--- src/rtl/uart_tx_arbiter.sv ---
// Packet-level round-robin arbiter sharing one UART TX byte stream.
// Holds a lock per packet, registers the output byte, revokes stalled locks.
module uart_tx_arbiter #(
  parameter int N_REQ        = 2,
  parameter int DATA_WIDTH   = 8,
  parameter int LOCK_TIMEOUT = 1024
) (
  input  logic                        clock,
  input  logic                        reset,
  input  logic [N_REQ-1:0]            io_in_valid,
  output logic [N_REQ-1:0]            io_in_ready,
  input  logic [N_REQ*DATA_WIDTH-1:0] io_in_bits,
  input  logic [N_REQ-1:0]            io_in_last,
  output logic                        io_out_valid,
  input  logic                        io_out_ready,
  output logic [DATA_WIDTH-1:0]       io_out_bits,
  output logic [N_REQ-1:0]            io_grant,
  output logic                        io_busy,
  output logic                        io_timeout
);

  localparam int PW  = (N_REQ > 1) ? $clog2(N_REQ) : 1;
  localparam int CW0 = $clog2(LOCK_TIMEOUT + 1);
  localparam int CW  = (CW0 > 0) ? CW0 : 1;
  localparam logic [CW-1:0] CNT_LAST =
    CW'((LOCK_TIMEOUT > 0) ? LOCK_TIMEOUT - 1 : 0);
  localparam logic [N_REQ-1:0] ONE = N_REQ'(1);

  typedef enum logic {
    S_IDLE,
    S_LOCKED
  } state_t;

  state_t                r_state;
  logic [PW-1:0]         r_rr;
  logic [PW-1:0]         r_owner;
  logic [CW-1:0]         r_cnt;
  logic                  r_timeout;
  logic                  r_out_valid;
  logic [DATA_WIDTH-1:0] r_out_bits;

  state_t                w_state_nx;
  logic [PW-1:0]         w_rr_nx;
  logic [PW-1:0]         w_owner_nx;
  logic [CW-1:0]         w_cnt_nx;
  logic                  w_to_fire;

  logic                  w_found;
  logic [PW-1:0]         w_win;
  logic [PW-1:0]         w_sel;
  logic                  w_can;
  logic [N_REQ-1:0]      w_ready;
  logic                  w_xfer;
  logic                  w_sel_last;
  logic [DATA_WIDTH-1:0] w_sel_bits;

  function automatic logic [PW-1:0] f_inc(input logic [PW-1:0] p);
    return (int'(p) == N_REQ - 1) ? '0 : p + 1'b1;
  endfunction

  // Downward scan so the requester closest to r_rr wins.
  always_comb begin
    w_found = 1'b0;
    w_win   = '0;
    for (int k = N_REQ - 1; k >= 0; k--) begin
      if (io_in_valid[(int'(r_rr) + k) % N_REQ]) begin
        w_found = 1'b1;
        w_win   = PW'((int'(r_rr) + k) % N_REQ);
      end
    end
  end

  always_comb begin
    w_can   = !r_out_valid || io_out_ready;
    w_sel   = (r_state == S_LOCKED) ? r_owner : w_win;
    w_ready = '0;
    if (reset && w_can) begin
      if (r_state == S_LOCKED)
        w_ready = ONE << r_owner;
      else if (w_found)
        w_ready = ONE << w_win;
    end
    w_xfer     = |(io_in_valid & w_ready);
    w_sel_last = io_in_last[w_sel];
    w_sel_bits = io_in_bits[int'(w_sel)*DATA_WIDTH +: DATA_WIDTH];
  end

  always_comb begin
    w_state_nx = r_state;
    w_rr_nx    = r_rr;
    w_owner_nx = r_owner;
    w_cnt_nx   = r_cnt;
    w_to_fire  = 1'b0;
    unique case (r_state)
      S_IDLE: begin
        if (w_xfer) begin
          if (w_sel_last) begin
            w_rr_nx = f_inc(w_win);
          end else begin
            w_state_nx = S_LOCKED;
            w_owner_nx = w_win;
            w_cnt_nx   = '0;
          end
        end
      end
      S_LOCKED: begin
        if (w_xfer) begin
          w_cnt_nx = '0;
          if (w_sel_last) begin
            w_state_nx = S_IDLE;
            w_rr_nx    = f_inc(r_owner);
          end
        end else if (w_can && !io_in_valid[r_owner]) begin
          if (LOCK_TIMEOUT > 0 && r_cnt == CNT_LAST) begin
            w_state_nx = S_IDLE;
            w_rr_nx    = f_inc(r_owner);
            w_cnt_nx   = '0;
            w_to_fire  = 1'b1;
          end else if (r_cnt != '1) begin
            w_cnt_nx = r_cnt + 1'b1;
          end
        end
      end
      default: w_state_nx = S_IDLE;
    endcase
  end

  always_ff @(posedge clock or negedge reset) begin
    if (!reset) begin
      r_state   <= S_IDLE;
      r_rr      <= '0;
      r_owner   <= '0;
      r_cnt     <= '0;
      r_timeout <= 1'b0;
    end else begin
      r_state   <= w_state_nx;
      r_rr      <= w_rr_nx;
      r_owner   <= w_owner_nx;
      r_cnt     <= w_cnt_nx;
      r_timeout <= w_to_fire;
    end
  end

  always_ff @(posedge clock or negedge reset) begin
    if (!reset) begin
      r_out_valid <= 1'b0;
      r_out_bits  <= '0;
    end else if (w_xfer) begin
      r_out_valid <= 1'b1;
      r_out_bits  <= w_sel_bits;
    end else if (io_out_ready) begin
      r_out_valid <= 1'b0;
    end
  end

  assign io_in_ready  = w_ready;
  assign io_out_valid = r_out_valid;
  assign io_out_bits  = r_out_bits;
  assign io_grant     = (r_state == S_LOCKED) ? (ONE << r_owner) : '0;
  assign io_busy      = (r_state == S_LOCKED) || r_out_valid;
  assign io_timeout   = r_timeout;

endmodule

--- config.mk ---
export PLATFORM = sky130hd
export DESIGN_NAME = uart_tx_arbiter
export DESIGN_NICKNAME = d
export VERILOG_FILES = /design/src/rtl/uart_tx_arbiter.sv
export SDC_FILE = /design/constraint.sdc
export NUM_CORES = 1
export LEC_CHECK = 0
export ABC_AREA = 1
export BUFFER_PORTS_ARGS = -buffer_cell sky130_fd_sc_hd__buf_2
export CAP_MARGIN = 25
export CELL_PAD_IN_SITES_DETAIL_PLACEMENT = 1
export CELL_PAD_IN_SITES_GLOBAL_PLACEMENT = 1
export CORE_UTILIZATION = 40
export CTS_CLUSTER_SIZE = 25
export DETAILED_ROUTE_END_ITERATION = 10
export PLACE_DENSITY = 0.85
export SYNTH_ARGS = -nofsm -noshare
export SYNTH_HDL_FRONTEND = slang
export SYNTH_SLANG_ARGS = --single-unit
--- constraint.sdc ---
create_clock -name clock -period 2.7 [get_ports clock]
set_input_delay 0.27 -clock clock [delete_from_list [all_inputs] [get_ports clock]]
set_output_delay 0.27 -clock clock [all_outputs]
set_load 0.005 [all_outputs]
* After elaboration in Yosys (flattened, before gate mapping)
Cells that the tools add are included.
** Storage, ports and cells
- Logic and storage cells :: 88
- Flip-flop bits (word level) :: 24
- Output and inout port bits :: 15
- Input port bits :: 23
** Operators by class
- Shifts and indexed selects :: 3
- Bitwise operators :: 4
- Reductions and logical operators :: 11
- Mux-type cells :: 46
- Order comparisons :: 4
- Eq/ne operators :: 9
- $add $sub $neg :: 4
** Operators by type and width (number)
- $mux 11 :: 6
- $mux 1 :: 33
- $pmux 11 s2 :: 1
- $shiftx 16x5->8 :: 1
- $add 11x1->11 const B :: 1
- $eq 11x10->1 const B :: 1
- $ne 11x11->1 const B :: 1
- $mux 2 :: 4
- $lt 1x2->1 const B :: 3
- $ne 2x2->1 const B :: 3
- $ne 3x1->1 const B :: 2
- $reduce_and 5->1 :: 1
- $ne 4x1->1 const B :: 1
- $pmux 1 s2 :: 2
- $reduce_and 4->1 :: 1
- $shl 1x1->2 const A :: 2
- $add 1x1->1 const B :: 3
- $lt 2x3->1 const B :: 1
- $ne 3x2->1 const B :: 1
- $reduce_and 3->1 :: 1
- $and 2x2->2 :: 1
- $logic_and 1x1->1 :: 2
- $logic_not 1->1 :: 2
- $logic_or 1x1->1 :: 2
- other kinds (4) :: 5

* Logic depth before layout (Yosys ltp)
Gate-level depths: netlist (run 1).
- Depth after elaboration :: 15
- Depth in mapped cells :: 12
- Mapped depth without buffers :: 12

* Worst setup path before layout (run 1)
Ideal clock, no wire load.
- Path type :: flip-flop to flip-flop
- From :: register r_cnt[0]
- To :: register r_cnt[0]
- Path slack :: 1.110 ns
- Buffers on the path :: 1
- Required time :: 2.635 ns
- Period minus slack after synthesis :: 1.590 ns
- Setup time :: 0.065 ns
- Arrival time :: 1.525 ns
- Stages on the path, launching flop included :: 11
- Path through :: dfrtp_1 -> ha_1 -> inv_1 -> nor2_1 -> nand2_1 -> nor2_1 -> nand4_1 -> nand3_4 -> buf_6 -> nand2_1 -> nand2_1
** Between the ends
- Word-level cells in the longest chain between the ends :: 6
- Elaborated cells on any way between the ends :: 10
- Those cells by class :: add/sub: 1; eq/ne: 3; mux: 5; reduce/logical: 1
** RTL lines
- from (decl) :: RTL line 37 : logic [CW-1:0] r_cnt;
- from (signal assigned) :: RTL line 139 : r_cnt <= w_cnt_nx;
- $add 11x1->11 :: RTL line 120 : w_cnt_nx = r_cnt + 1'b1;
- $mux 11 :: RTL line 119 : end else if (r_cnt != '1) begin
- $mux 11 :: RTL line 114 : if (LOCK_TIMEOUT > 0 && r_cnt == CNT_LAST) begin
- $mux 11 :: RTL line 113 : end else if (w_can && !io_in_valid[r_owner]) begin
- $mux 11 :: RTL line 107 : if (w_xfer) begin
- $pmux 11 s2 :: RTL line 94 : unique case (r_state)
Several ways; a longest one is shown, not always the timed one. The select of a mux whose other input is x is not followed.
A chain may end at the register's enable or synchronous reset.

* Worst setup path in the final report (run 1)
- From :: register r_state
- To :: register r_cnt[2]
** Between the ends
- Word-level cells in the longest chain between the ends :: 6
- Elaborated cells on any way between the ends :: 15
- Those cells by class :: eq/ne: 4; mux: 7; bitwise: 2; reduce/logical: 2
** RTL lines
- from (decl) :: RTL line 34 : state_t r_state;
- from (signal assigned) :: RTL line 136 : r_state <= w_state_nx;
- $mux 2 :: RTL line 78 : if (r_state == S_LOCKED)
- $mux 2 :: RTL line 77 : if (reset && w_can) begin
- $and 2x2->2 :: RTL line 83 : w_xfer = |(io_in_valid & w_ready);
- $reduce_or 2->1 :: RTL line 83
- $ne 4x1->1 (no line), or another cell as far along
- $reduce_and 4->1 (no line) or $pmux 11 s2 (tied branches)
Several ways; a longest one is shown, not always the timed one. The select of a mux whose other input is x is not followed.

==> flow_summary.json, run 1 <==
{
  "status": "finished clean",
  "synth_cell_types": 30,
  "r2r_start": "r_state",
  "start_kind": "register",
  "seq_area_frac_synth_pct": 40.40,
  "drive_gt1_share_pct": 28.39,
  "ys_ff_latch": 24,
  "synth_fp_nets": 221,
  "critPathKind": "reg -> reg",
  "syn_avg_cell_area_um2": 7.545,
  "critPathCaptureType": "register",
  "hp-class": "in -> reg",
  "slew_headroom_pct": 69.29,
  "setup_viol": 0,
  "place_inst": 277,
  "die_h_um": 62.96,
  "netlist_area_um2": 1486,
  "antenna_found_initial": 0,
  "core_um2": 3442,
  "required_ns": 2.86,
  "numPortBuffers": 37,
  "period_needed_ns": 2.125,
  "drc": 0,
  "grt_overflow": 0,
  "ir_drop_mv": 0.4114,
  "cts_setup_buffers": 0,
  "vias": 1468,
  "wl_per_cell_um": 14.66,
  "cp_max_fo": 14,
  "cts_tree": "done",
  "fin_nets": 261,
  "min_from": "io_in_bits[14]",
  "track_usage_pct": 23.34,
  "rows": 21,
  "drt_iter0_markers": 62,
  "pre_cts_ws_ns": 0.6343,
  "final-hold-violation-count": 0,
  "cts_hold_buf": 1,
  "ioPinCount": 38,
  "cellPowerDensity_nw_per_um2": 832.8,
  "finalCritPeriodShare_pct": 78.72,
  "grt_setup_unrepaired": "false",
  "yosys_warnings": 0,
  "fillers": 471,
  "totalNegativeSetupSlack_ns": 0,
  "grt_pass1_wl_mm": 7.258,
  "final_cells": 282,
  "cts.sinks": 24,
  "dp_hpwl_mm": 3.118,
  "htree_levels": 1,
  "cts_resized": 0,
  "gp_congestion": 0.8530,
  "fin_ws_ns": 0.5746,
  "ant_nets": 0,
  "crit_start": "r_state",
  "clkTransAtPathRegs_ns": 0.08,
  "root_buffer": "clkbuf_8",
  "insertion_delay_ns": 0.27,
  "fin_skew_ns": 0.004291,
  "cp_data_arrival_time_ns": 2.29,
  "tightest_slew_ns": 0.4607,
  "initial_core_util_pct": 43.18,
  "die_area_um2": 3964,
  "fmax_mhz": 470.5,
  "first_pass_iters": 4,
  "viasPerCell": 5.206,
  "area_growth_pct": 19.95,
  "cts.path.max_buffers": 2,
  "syn_inst": 197,
  "antennaDiodeCount": 0,
  "grt_pass1_vias": 1543,
  "p_leak_nw": 0.8867,
  "grt_max_degree": 25,
  "total_power_w": 0.001485,
  "maxCapViolCount": 0,
  "drt-total-wl_mm": 4.134,
  "slew_violations": 0,
  "die_x_um": 62.96,
  "cts_buffers": 3
}
-- power by group --
group          internal (W)  leakage [nW]  switching, W
clock              0.000131        0.0288      0.000122
sequential         0.000458         0.305     0.0000975
combinational      0.000249         0.553      0.000428
-- worst max-delay path, stage by stage, from the launching register on --
cell	delay (ns)
dfrtp_1	0.55
nor2_2	0.21
nand2_1	0.10
nand2_2	0.20
nand3_2	0.20
nand2_2	0.14
nand2_2	0.12
nand2_4	0.11
nand3_4	0.17
nand2_1	0.14
o21ai_2	0.06
-- per-stage QoR --
step                      util [%]  hold slack, ns  cell area [µm²]
after floorplan                  -        -0.02559             1486
after global placement       49.91          0.2875             1718
after detailed placement     49.91          0.2925             1718
after CTS                    51.80          0.2483             1783
after global routing         51.80          0.2590             1783
final                        51.80          0.2479             1783
-- placed cells by master, fill, tap and decap left out --
master	n
nand2_1	65
buf_2	37
dfrtp_1	24
nor2_1	21
inv_1	14
nand3_1	10
nand4_1	8
a31oi_1	8
nor3_1	6
o21ai_2	5
xor2_1	4
clkbuf_8	4
nor2_4	3
nand2_2	3
buf_4	3
inv_2	2
nor2_2	2
nand3_4	2
or2_2	2
o21ai_0	2
a21oi_2	1
nand3_2	1
o2111ai_1	1
nor4_1	1
nand2_4	1
xnor2_1	1
a31o_2	1
a21oi_1	1
nand3b_1	1
ha_1	1
dlygate4sd3_1	1
-- logic make-up after synthesis --
group | after synthesis | share of synthesized area (%)
AOI/OAI and AO/OA | 19 | 9.091
xor gates and xnor gates | 5 | 2.946
adders and majority gates | 1 | 0.8416
buffers and inverters | 22 | 6.313
DFF | 24 | 40.40
and+or+nand+nor | 126 | 40.40
-- registers in the layout (all words and copies together), names as in the netlist --
signal and flops:
io_out_valid 1, r_state 1, r_rr 1, r_cnt 11
io_out_bits 8, r_owner 1, io_timeout 1
-- routing by layer --
metal	wire, µm	vias up	GRT usage (%)
li1	-	722	-
met1	1855	692	28.80
met2	2049	48	41.26
met3	184	6	4.197
met4	44	0	6.105
met5	0	-	0
-- cell usage after synthesis, drive strengths merged --
library cell  instances  area share, %
nor3                  6            2.0
buf                   4            1.8
nand4                 8            3.4
dfrtp                24             40
clkbuf                2           0.51
o2111ai               1           0.59
inv                  16            4.0
xor2                  4            2.4
nand2                69             18
a31oi                 8            3.4
nand3                13            6.4
nor2                 26            8.4
nand3b                1           0.51
ha                    1           0.84
nor4                  1           0.42
a21oi                 2           0.93
or2                   2           0.84
xnor2                 1           0.59
a31o                  1           0.59
o21ai                 7            3.6
-- cell type report --
| type | count | area, µm² | area share [%] |
|---|---|---|---|
| sequential | 24 | 600.6 | 33.68 |
| inverter | 16 | 60.06 | 3.368 |
| timing repair buffer | 41 | 217.7 | 12.21 |
| clock buffer | 4 | 55.05 | 3.088 |
| tap | 46 | 57.56 | 3.228 |
| multi-input combinational | 151 | 792.0 | 44.42 |
-- path summary, 6_finish.rpt --
path,endpoint,slack (ns),depth (start not counted)
worst max-delay path,r_cnt[2],0.57,10
worst min-delay path,io_out_bits[6],0.25,3
worst max register to register,r_cnt[2],0.57,10
worst min register to register,r_rr,0.50,2
max in group asynchronous,io_out_bits[4],1.94,3
min in group asynchronous,r_cnt[6],0.52,3
(Power assumes the default switching activity.)
==> inputs of run 2 (changes only) <==
- CORE_UTILIZATION: 40 -> 34
- PLACE_DENSITY: 0.85 -> 0.77
- clock period: 2.7 -> 1.9 ns (I/O delays scaled with it)
==> flow_summary.json, run 2 (synthesis results as in run 1) <==
{
  "status": "finished clean",
  "cts.path.max_buffers": 2,
  "p_leak_nw": 0.9520,
  "viasPerCell": 4.983,
  "grt_pass1_wl_mm": 6.755,
  "htree_levels": 1,
  "hp-class": "in -> reg",
  "fin_skew_ns": 0.01153,
  "ant_nets": 0,
  "slew_violations": 0,
  "cts.sinks": 24,
  "ioPinCount": 38,
  "grt_max_degree": 25,
  "grt_pass1_vias": 1484,
  "clkTransAtPathRegs_ns": 0.10,
  "antenna_found_initial": 0,
  "finalCritPeriodShare_pct": 94.38,
  "drt_iter0_markers": 40,
  "p_comb_share_pct": 50.5,
  "numPortBuffers": 37,
  "mostFrequentLayoutCell": "nand2_1",
  "insertion_delay_ns": 0.28,
  "antennaDiodeCount": 0,
  "root_buffer": "clkbuf_8",
  "p_switching_w": 0.0009607,
  "die_h_um": 68.12,
  "fin_nets": 275,
  "tightest_slew_ns": 0.3117,
  "die_area_um2": 4640,
  "drt-total-wl_mm": 4.127,
  "p_int_w": 0.001305,
  "maxCapViolCount": 0,
  "rows": 23,
  "grt_overflow": 0,
  "setup_viol": 0,
  "final_cell_mix": "nand2_1, buf_2, dfrtp_1",
  "largest_register_ffs": 11,
  "pre_cts_ws_ns": 0.05683,
  "start_kind": "input pin",
  "wl_per_cell_um": 13.76,
  "gp_congestion": 0.8031,
  "core_um2": 4086,
  "dp_hpwl_mm": 3.114,
  "cts_tree": "done",
  "cp_max_fo": 6,
  "final-hold-violation-count": 0,
  "required_ns": 2.10,
  "area_growth_pct": 28.87,
  "period_needed_ns": 1.793,
  "fmax_mhz": 557.6,
  "first_pass_iters": 4,
  "fin_ws_ns": 0.1067,
  "pwr-share-seq_pct": 33.5,
  "slew_headroom_pct": 79.06,
  "die_x_um": 68.12,
  "regMostFlops": "r_cnt",
  "cellPowerDensity_nw_per_um2": 1183,
  "vias": 1495,
  "track_usage_pct": 19.55,
  "drc": 0,
  "cts_buffers": 3,
  "fillers": 541,
  "swShare_pct": 42.39,
  "initial_core_util_pct": 36.37,
  "total_power_w": 0.002266,
  "power_frac_clock_pct": 16.0,
  "critPathCaptureType": "register",
  "ir_drop_mv": 0.5583,
  "cp_data_arrival_time_ns": 1.99,
  "drive_gt1_share_pct": 33.60,
  "critPathKind": "in -> reg"
}
[run 2: metal layers]
layer / routed length (µm) / track usage (%) / vias up
li1: - / - / 753
met3: 236 / 3.833 / 10
met1: 1984 / 25.46 / 690
met2: 1834 / 32.35 / 42
met5: 0 / 0 / -
met4: 72 / 5.990 / 0
[run 2: layout make-up]
class                      count  area (µm²)  area share [%]
tap                           50       62.56           3.266
clock buffer                   4       55.05           2.874
timing repair buffer          54       315.3           16.46
multi-input combinational    152       819.5           42.78
sequential                    24       603.1           31.48
inverter                      16       60.06           3.135
[run 2: final timing paths]
| kind | cells past startpoint | to | slack [ns] | start |
|---|---|---|---|---|
| max reg2reg | 11 | r_cnt[8] | 0.15 | r_state |
| min in group asynchronous | 3 | r_cnt[6] | 0.45 | reset |
| min reg2reg | 1 | io_timeout | 0.49 | r_cnt[10] |
| min | 3 | io_out_bits[6] | 0.16 | io_in_bits[14] |
| max in group asynchronous | 3 | r_state | 1.19 | reset |
| max | 10 | r_cnt[2] | 0.11 | reset |
[run 2: critical path, stage by stage]
cell           delay, ns
dlygate4sd3_1       0.53
buf_2               0.13
nand2_1             0.21
inv_1               0.12
nand3_4             0.13
nand2_2             0.09
buf_4               0.16
inv_1               0.16
nand4_1             0.13
o21ai_2             0.15
[run 2: what timing repair did]
| action | in CTS | in global routing |
|---|---|---|
| buffers inserted | 0 | 5 |
| endpoints found under the hold margin | 24 | 0 |
| hold buffers | 1 | 0 |
| endpoints found under the setup margin | 0 | 10 |
| gates resized for setup | 0 | 5 |
[run 2: metrics by stage]
stage | TNS, ns | cell area [µm²] | hold WS [ns] | cells | util (%)
finish | 0 | 1916 | 0.1585 | 300 | 46.88
global route | -0.05921 | 1916 | 0.1667 | 300 | 46.88
CTS | 0 | 1848 | 0.1530 | 294 | 45.22
detailed placement | 0 | 1783 | 0.2362 | 289 | 43.63
global placement | 0 | 1783 | 0.2214 | 289 | 43.63
floorplan | 0 | 1486 | -0.1056 | 197 | -
[run 2: power groups by stage]
stage / sequential, W / clock, W / combinational [W]
after global routing: 0.000784 / 0.000400 / 0.00128
after floorplan: 0.000763 / 0 / 0.000669
after detailed placement: 0.000774 / 0 / 0.00105
final: 0.000759 / 0.000363 / 0.00114
after global placement: 0.000764 / 0 / 0.00102
after CTS: 0.000765 / 0.000387 / 0.00105
